File: src/rtl/canvas_pkg.sv
// Shared types and helpers for the handwrite canvas: streaming FSM states
// and the row-major cell index used by both painting and streaming.
package canvas_pkg;

    localparam int DELTA_W = 9;

    typedef enum logic [1:0] {
        IDLE,
        STREAM,
        DONE
    } canvas_state_t;

    function automatic int unsigned cell_idx(input int unsigned x,
                                             input int unsigned y,
                                             input int unsigned w);
        return y * w + x;
    endfunction

endpackage

File: src/rtl/canvas_axis.sv
// One cursor axis: saturating fixed-point accumulator of signed mouse deltas,
// exposing both the registered cell and the cell it will hold after this cycle.
module canvas_axis
    import canvas_pkg::*;
#(
    parameter int CELLS      = 30,
    parameter int MOVE_SHIFT = 2,
    localparam int CW        = $clog2(CELLS)
) (
    input  logic                      clk,
    input  logic                      rst,
    input  logic signed [DELTA_W-1:0] delta,
    input  logic                      negate,
    input  logic                      strobe,
    output logic [CW-1:0]             cell_o,
    output logic [CW-1:0]             cell_next_o
);

    localparam int FPW = CW + MOVE_SHIFT;
    // Two spare bits above the wider operand: one for sign, one for carry.
    localparam int SW  = ((FPW > DELTA_W) ? FPW : DELTA_W) + 2;

    localparam logic [FPW-1:0]       FP_MAX     = FPW'(CELLS * (1 << MOVE_SHIFT) - 1);
    localparam logic [FPW-1:0]       FP_RST     = FPW'((CELLS / 2) << MOVE_SHIFT);
    localparam logic signed [SW-1:0] FP_MAX_EXT = SW'(CELLS * (1 << MOVE_SHIFT) - 1);

    logic [FPW-1:0]       fp_q, fp_d;
    logic signed [SW-1:0] fp_ext, d_ext, sum;

    assign fp_ext = $signed({{(SW - FPW){1'b0}}, fp_q});
    assign d_ext  = {{(SW - DELTA_W){delta[DELTA_W-1]}}, delta};
    assign sum    = negate ? (fp_ext - d_ext) : (fp_ext + d_ext);

    always_comb begin
        fp_d = fp_q;
        if (strobe) begin
            if (sum[SW-1]) begin
                fp_d = '0;
            end else if (sum > FP_MAX_EXT) begin
                fp_d = FP_MAX;
            end else begin
                fp_d = sum[FPW-1:0];
            end
        end
    end

    always_ff @(posedge clk) begin
        if (rst) begin
            fp_q <= FP_RST;
        end else begin
            fp_q <= fp_d;
        end
    end

    assign cell_o      = fp_q[FPW-1 -: CW];
    assign cell_next_o = fp_d[FPW-1 -: CW];

endmodule

File: src/rtl/handwrite_canvas.sv
// Mouse-driven paint canvas with full-bitmap output and a back-pressured
// row-major pixel stream toward the digit classifier.
//
// state  | meaning
// IDLE   | canvas writable, waiting for i_send
// STREAM | presenting cell idx on the pixel interface; canvas frozen
// DONE   | one-cycle completion pulse; canvas still frozen
module handwrite_canvas
    import canvas_pkg::*;
#(
    parameter int CANVAS_W   = 30,
    parameter int CANVAS_H   = 30,
    parameter int PIX_W      = 8,
    parameter int MOVE_SHIFT = 2,
    localparam int XW        = $clog2(CANVAS_W),
    localparam int YW        = $clog2(CANVAS_H),
    localparam int NCELL     = CANVAS_W * CANVAS_H
) (
    input  logic                      clk,
    input  logic                      rst,
    input  logic signed [DELTA_W-1:0] i_mouse_dx,
    input  logic signed [DELTA_W-1:0] i_mouse_dy,
    input  logic                      i_lmb,
    input  logic                      i_rmb,
    input  logic                      i_mouse_valid,
    input  logic                      i_clear,
    input  logic                      i_send,
    input  logic                      i_pixel_ready,
    output logic [NCELL-1:0]          o_canvas,
    output logic [XW-1:0]             o_cursor_x,
    output logic [YW-1:0]             o_cursor_y,
    output logic [PIX_W-1:0]          o_pixel,
    output logic                      o_pixel_valid,
    output logic                      o_busy,
    output logic                      o_done
);

    localparam int IW = $clog2(NCELL);
    localparam logic [IW-1:0] LAST_IDX = IW'(NCELL - 1);

    canvas_state_t    state_q, state_d;
    logic [IW-1:0]    idx_q, idx_d;
    logic [NCELL-1:0] canvas_q, canvas_d;
    logic [XW-1:0]    x_next;
    logic [YW-1:0]    y_next;
    logic [IW-1:0]    widx;

    canvas_axis #(.CELLS(CANVAS_W), .MOVE_SHIFT(MOVE_SHIFT)) u_axis_x (
        .clk         (clk),
        .rst         (rst),
        .delta       (i_mouse_dx),
        .negate      (1'b0),
        .strobe      (i_mouse_valid),
        .cell_o      (o_cursor_x),
        .cell_next_o (x_next)
    );

    // Mouse Y is positive upward, canvas rows grow downward.
    canvas_axis #(.CELLS(CANVAS_H), .MOVE_SHIFT(MOVE_SHIFT)) u_axis_y (
        .clk         (clk),
        .rst         (rst),
        .delta       (i_mouse_dy),
        .negate      (1'b1),
        .strobe      (i_mouse_valid),
        .cell_o      (o_cursor_y),
        .cell_next_o (y_next)
    );

    assign widx = IW'(cell_idx(32'(x_next), 32'(y_next), 32'(CANVAS_W)));

    always_comb begin
        canvas_d = canvas_q;
        if (state_q == IDLE) begin
            if (i_clear) begin
                canvas_d = '0;
            end else if (i_mouse_valid && i_lmb) begin
                canvas_d[widx] = 1'b1;
            end else if (i_mouse_valid && i_rmb) begin
                canvas_d[widx] = 1'b0;
            end
        end
    end

    always_comb begin
        state_d       = state_q;
        idx_d         = idx_q;
        o_pixel       = '0;
        o_pixel_valid = 1'b0;
        o_busy        = 1'b0;
        o_done        = 1'b0;
        case (state_q)
            IDLE: begin
                if (i_send) begin
                    state_d = STREAM;
                    idx_d   = '0;
                end
            end
            STREAM: begin
                o_busy        = 1'b1;
                o_pixel_valid = 1'b1;
                o_pixel       = {PIX_W{canvas_q[idx_q]}};
                if (i_pixel_ready) begin
                    if (idx_q == LAST_IDX) begin
                        state_d = DONE;
                    end else begin
                        idx_d = idx_q + 1'b1;
                    end
                end
            end
            DONE: begin
                o_done  = 1'b1;
                state_d = IDLE;
            end
            default: begin
                state_d = IDLE;
            end
        endcase
    end

    always_ff @(posedge clk) begin
        if (rst) begin
            state_q  <= IDLE;
            idx_q    <= '0;
            canvas_q <= '0;
        end else begin
            state_q  <= state_d;
            idx_q    <= idx_d;
            canvas_q <= canvas_d;
        end
    end

    assign o_canvas = canvas_q;

endmodule

File: config.mk
export PLATFORM = sky130hd
export DESIGN_NAME = handwrite_canvas
export DESIGN_NICKNAME = d
export VERILOG_FILES = /design/src/rtl/canvas_pkg.sv /design/src/rtl/canvas_axis.sv /design/src/rtl/handwrite_canvas.sv
export SDC_FILE = /design/constraint.sdc
export NUM_CORES = 2
export LEC_CHECK = 0
export BUFFER_PORTS_ARGS = -buffer_cell sky130_fd_sc_hd__buf_2
export CAP_MARGIN = 40
export CELL_PAD_IN_SITES_DETAIL_PLACEMENT = 1
export CELL_PAD_IN_SITES_GLOBAL_PLACEMENT = 2
export CORE_UTILIZATION = 34
export CTS_CLUSTER_SIZE = 40
export DETAILED_ROUTE_END_ITERATION = 8
export PLACE_DENSITY = 0.77
export SYNTH_ARGS = -nofsm -noshare
export SYNTH_HDL_FRONTEND = slang
export SYNTH_SLANG_ARGS = --single-unit
File: constraint.sdc
create_clock -name clk -period 9.8 [get_ports clk]
set_clock_uncertainty 0.1 [all_clocks]
set_input_delay 1.47 -clock clk [delete_from_list [all_inputs] [get_ports clk]]
set_output_delay 1.47 -clock clk [all_outputs]
set_load 0.05 [all_outputs]
# Word level (Yosys, flattened, before mapping)
# Index checks and enable logic that the tools add are counted.
# op_classes
n_bitwise	3
addsub	4
n_mux	24
n_reduce_logical	9
mul	1
order_cmp	5
eq_ne	7
# ops
cell	count
2-to-1 mux 900 bit	3
bitwise AND 900 bit	1
NOT 900 bit	1
bitwise OR 900 bit	1
2-to-1 mux 7 bit	6
2-to-1 mux 10 bit	3
> comparator 11 x 8 -> 1 bit, second input constant	2
< comparator 10 x 11 -> 1 bit, second input constant	2
one-hot mux 10 bit (2 select lines)	1
adder 10 x 1 -> 10 bit, second input constant	1
adder 10 x 5 -> 10 bit	1
adder 8 x 9 -> 10 bit	1
binary-select mux 1 bit (select 10 bit)	1
demux 1 bit (select 10 bit)	1
== test 10 bit, second input constant	1
>= comparator 10 x 1 -> 1 bit, second input constant	1
subtractor 8 x 9 -> 10 bit	1
multiplier 5 x 4 -> 9 bit, second input constant	1
2-to-1 mux 8 bit	1
!= test 2 bit, second input constant	4
2-to-1 mux 2 bit	3
2-to-1 mux 1 bit	4
one-hot mux 2 bit (2 select lines)	1
AND reduction 4 bit	1
other kinds (8)	10
# word_totals
elab_cells	60
output_inout_bits	921
regBits	926
inputBits	26

# Depth between registers and ports, before layout
# depth
depth_word	16
ltp_mapped	31
depth_no_buf	28

# Modules after synthesis
# Synthesis repeated with hierarchy kept, for this count alone.
# hier_totals
cells_unflattened	4529
area_unflattened_um2	46310.7
# modules_own_cells
module	cells_each	seq_area_each_um2	instances	area_each_um2
handwrite_canvas	4281	18257.5	1	44323.8
canvas_axis	124	140.1	2	993.5

# Least setup slack after synthesis
# No wires, ideal clock.
# synth_path
path_kind	input -> register
from	input port i_mouse_dy[0]
to	register canvas_q[741], in the netlist o_canvas[741]
required_time_ns	9.571
setup_time_ns	0.129
path_buffers	2
stages	26
arrival_time_ns	7.614
path_slack_ns	1.957
cell_sequence	ha_1 inv_1 fa_1 a21o_1 a21oi_1 o21ai_0 a21oi_1 o2111ai_1 mux2_2 a22oi_1 a32oi_1 fa_1 fa_1 fa_1 inv_1 ha_1 o21a_1 o21ai_2 nand3_1 nor4_2 o31ai_4 or2_2 clkbuf_1 clkbuf_1 o211ai_1 o21ai_0
# synth_via
elab_chain_len	16
word_cells_on_any_way	18
classes_between	add/sub: 2; mul: 1; order compare: 3; mux: 8; bitwise: 3; reduce/logical: 1
# synth_lines
element	line	text
from (decl)	handwrite_canvas.sv:22	input logic signed [DELTA_W-1:0] i_mouse_dy,
subtractor 8 x 9 -> 10 bit *	canvas_axis.sv:32	assign sum = negate ? (fp_ext - d_ext) : (fp_ext + d_ext);
> comparator 11 x 8 -> 1 bit	canvas_axis.sv:39	end else if (sum > FP_MAX_EXT) begin
2-to-1 mux 7 bit	canvas_axis.sv:39	
2-to-1 mux 7 bit *	canvas_axis.sv:37	if (sum[SW-1]) begin
2-to-1 mux 7 bit *	canvas_axis.sv:36	if (strobe) begin
multiplier 5 x 4 -> 9 bit *	canvas_pkg.sv:16	return y * w + x;
adder 10 x 5 -> 10 bit *	canvas_pkg.sv:16	
< comparator 10 x 11 -> 1 bit (implied by the code) / >= comparator 10 x 1 -> 1 bit (equally long branches)	handwrite_canvas.sv:77, handwrite_canvas.sv:79	
logical AND 1 bit (implied by the code)	handwrite_canvas.sv:77, handwrite_canvas.sv:79	
2-to-1 mux 1 bit (implied by the code)	handwrite_canvas.sv:77, handwrite_canvas.sv:79	
demux 1 bit (select 10 bit) *	handwrite_canvas.sv:77, handwrite_canvas.sv:79	
NOT 900 bit (no source line)	--	
bitwise AND 900 bit (no source line)	--	
2-to-1 mux 900 bit	handwrite_canvas.sv:78	end else if (i_mouse_valid && i_rmb) begin
2-to-1 mux 900 bit *	handwrite_canvas.sv:76	end else if (i_mouse_valid && i_lmb) begin
2-to-1 mux 900 bit *	handwrite_canvas.sv:74	if (i_clear) begin
to (signal assigned)	handwrite_canvas.sv:128	canvas_q <= canvas_d;
to (decl)	handwrite_canvas.sv:43	logic [NCELL-1:0] canvas_q, canvas_d;
# Every way passes the cells marked *; elsewhere a longest branch is shown, timed or not. The select of a mux whose other input is x is not followed.
# A chain may end at the register's enable or synchronous reset.

# Worst setup path after layout
# layout_path
from	input port i_mouse_dy[0]
to	register canvas_q[727], in the netlist o_canvas[727]
# Same word-level chain as after synthesis.

==> results.md <==
* Outcome: finished, final reports clean
* Async SR Flop Fraction at 0
* Post-cts sizing count at 0
* Most frequent cells after synthesis: 926 x dfxtp_1, 643 x nand2_1, 430 x o21ai_0, 386 x a32o_1, 364 x clkbuf_1
* RSZ-0062 raised after global routing: false
* Vias in the first global route at 47800
* Combinational share of power at 0.384
* Largest net degree at the start of global routing at 144
* Ys flop type: dfxtp_1
* PortBufs at 946
* Kind of critical path: primary input to flip-flop
* P_sw at 5.90 mW
* CTS Buffer Depth at 3
* CTS tree: yes
* Antenna violations before repair at 27
* # DRC at 0
* # nets final at 5561
* Mapped cell area at 44900 sq um
* Area Growth Syn to Fin at 25.1%
* Max-cap violation count at 0
* WL/cell at 42.6 microns
* Max Slew Vio Count at 0
* Switch share at 0.455
* Placed insts at 7138
* Detailed-router iteration count before antenna repair at 6
* Setup Buffers After CTS at 0
* Part of the cycle the worst path needs at 0.897
* Die Y-Extent at 366 microns
* Cell Pwr Density at 230 nW/um^2
* Row cnt at 133
* Die ar. at 134000 sq um
* Num ports at 947
* Library cells used by synthesis at 89
* Clock power frac at 0.323
* Routability cong. at 0.986
* TritonCTS buffer count at 107
* # setup viols final at 0
* CTS root buffer: clkbuf_16
* Post-DP HPWL at 228000 microns
* CP arrival at 9.33 ns
* Post-Syn Instances at 4657
* DR vias/cell at 7.01
* Internal Power at 7.06 mW
* CORE AREA at 131000 sq um
* Die width at 366 microns
* Crit path required time at 10.34 ns
* Drt total wl at 313000 microns
* Clk sinks at 926
* Max Freq at 114 MHz
* Synth warn at 0
* Non-Filler Instances at 7349
* Count leader, synth: dfxtp_1
* Flop pwr share at 0.293
* Critical Path End Type: flip-flop
* Share of Yosys cell area claimed by the top area cell type at 0.412
* Worst Setup Start Kind: primary input
* Hold Vio Cnt, Final at 0
* TNS Setup at 0 ns
* Top post-synthesis cells by area: dfxtp_1 41%, mux4_2 11%, a32o_1 8.6%, nand2_1 5.4%, o21ai_0 4.8%
* First-pass GRT wire length at 417000 microns
* Initial DRC Count at 8619
* Vias at 51500
* Worst Path Max Fanout at 47
* Number of synthesized flops with an enable pin at 0
* Clk_lat worst skew at 0.75 ns
* Pleak at 21.2 nW
* Synth Net Count at 4724
* Syn_area_per_cell at 9.65 sq um
* Register area share after synthesis at 0.412
* Tmin final at 8.79 ns
* Yosys reg bits at 926
* Final ANT Viol Nets at 0
* Gr ovfl total at 0
* Max-slew headroom at 0.326
* Layout cells sized above 1 at 0.322
* Yosys top cell by area: dfxtp_1
* H-tree levels at 3
* Least-Margin Pin Slew at 1.01 ns
* GRT Util Overall at 0.451
* Clock transition at the registers of the reported paths at 0.06 ns
* Hold Path Class: flip-flop to flip-flop
* Initial core utilization at 0.342
* Hold Buf Count CTS at 0
* Worst vdd ir at 273 uV
==> worst paths after layout <==
path | start | to | slack, ns | cells after the start
setup / recovery | i_mouse_dy[0] | o_canvas[727]$_SDFFE_PP0P_ | 1.01 | 26
hold / removal | u_axis_x.fp_q[0]$_SDFFE_PP0P_ | u_axis_x.fp_q[0]$_SDFFE_PP0P_ | 0.38 | 2
setup reg to reg | u_axis_y.fp_q[0]$_SDFFE_PP0P_ | o_canvas[727]$_SDFFE_PP0P_ | 1.50 | 26
hold reg to reg | u_axis_x.fp_q[0]$_SDFFE_PP0P_ | u_axis_x.fp_q[0]$_SDFFE_PP0P_ | 0.38 | 2
==> state kept, by name, summed over array words and instances, names as in the netlist <==
register	count
o_canvas	900
idx_q	10
u_axis_x.fp_q	7
u_axis_y.fp_q	7
state_q	2
==> routing by layer <==
layer	wire length, microns	vias to the layer above	global-route usage
met1	114000	26400	0.560
met3	39800	979	0.138
met5	116	-	0
met2	133000	4331	0.664
met4	26500	18	0.320
li1	-	19800	-
==> power by group through the flow <==
stage	logic [mW]	registers (mW)	clock network, mW
2_1_floorplan	2.29	3.88	0
3_3_place_gp	4.55	3.88	0
3_5_place_dp	4.68	3.88	0
4_1_cts	4.69	3.79	4.17
5_1_grt	4.93	3.79	4.31
6_report	4.98	3.79	4.18
==> cell type report <==
type	instances	area, sq um
Antenna cell	11	27.5
Clock buffer	166	3200
Clock inverter	32	353
Fill cell	15000	75100
Inverter	50	188
Multi-Input combinational cell	3160	24200
Sequential cell	926	18500
Tap cell	1755	2200
Timing Repair Buffer	1249	7490
==> per-stage QoR <==
stage	setup WS [ns]	cell area, sq um	hold slack (ns)	power (mW)	utilization
finish	1.01	56200	0.376	13.0	0.428
global route	0.677	56200	0.414	13.0	0.428
CTS	1.16	56200	0.379	12.7	0.428
detailed placement	0.430	52600	0.370	8.55	0.401
global placement	0.265	52100	0.362	8.43	0.397
floorplan	1.96	44900	0.341	6.18	-
==> worst max-delay path: stages <==
cell	delay (ns)
buf_2	0.08
ha_1	0.15
inv_1	0.06
fa_1	0.40
a21o_1	0.18
a21oi_1	0.20
o21ai_0	0.12
a21oi_1	0.28
o2111ai_1	0.14
mux2_2	0.31
a22oi_1	0.37
a32oi_1	0.31
fa_1	0.59
fa_1	0.56
fa_1	0.56
inv_1	0.05
ha_1	0.37
a21oi_2	0.30
xnor2_1	0.20
o22ai_2	0.55
nand2_2	0.17
buf_4	0.43
nor3_1	0.70
buf_4	0.35
nand2_1	0.08
a32o_1	0.29
==> kinds of logic after synthesis <==
| logic type | share of synthesized area |
|---|---|
| adder cells (fa/ha/maj) | 0.0131 |
| buffers and inverters | 0.0534 |
| flip-flops | 0.412 |
| multiplexers | 0.121 |
| XOR/XNOR | 0.00560 |
| AND/OR/NAND/NOR | 0.112 |
| AO/OA/AOI/OAI | 0.282 |
==> cell usage in the layout, fill, tap and decap left out, types with 17 or more instances in the layout <==
master	netlist	routed
clkbuf_1	364	32
a221oi_1	61	61
nand3_1	89	89
mux4_2	229	229
nor2_1	164	147
buf_4	23	264
dfxtp_1	926	921
a32o_1	386	386
buf_12	0	23
inv_1	48	48
or2_2	20	20
or3_1	21	21
mux2i_1	22	22
a21boi_0	19	19
o31ai_1	30	30
nor3_2	15	24
clkbuf_16	0	110
a22oi_1	38	38
o21ai_0	430	429
o211ai_1	269	269
ha_1	31	31
clkinv_2	0	19
a21oi_1	124	124
and3_1	37	30
buf_2	106	946
a211oi_1	76	76
clkbuf_8	0	24
nor2_2	4	17
o21ai_1	22	20
nand2_1	643	632
nor3_1	66	57
o311ai_0	106	106
No activity file was read; power rests on OpenSTA's default activity.
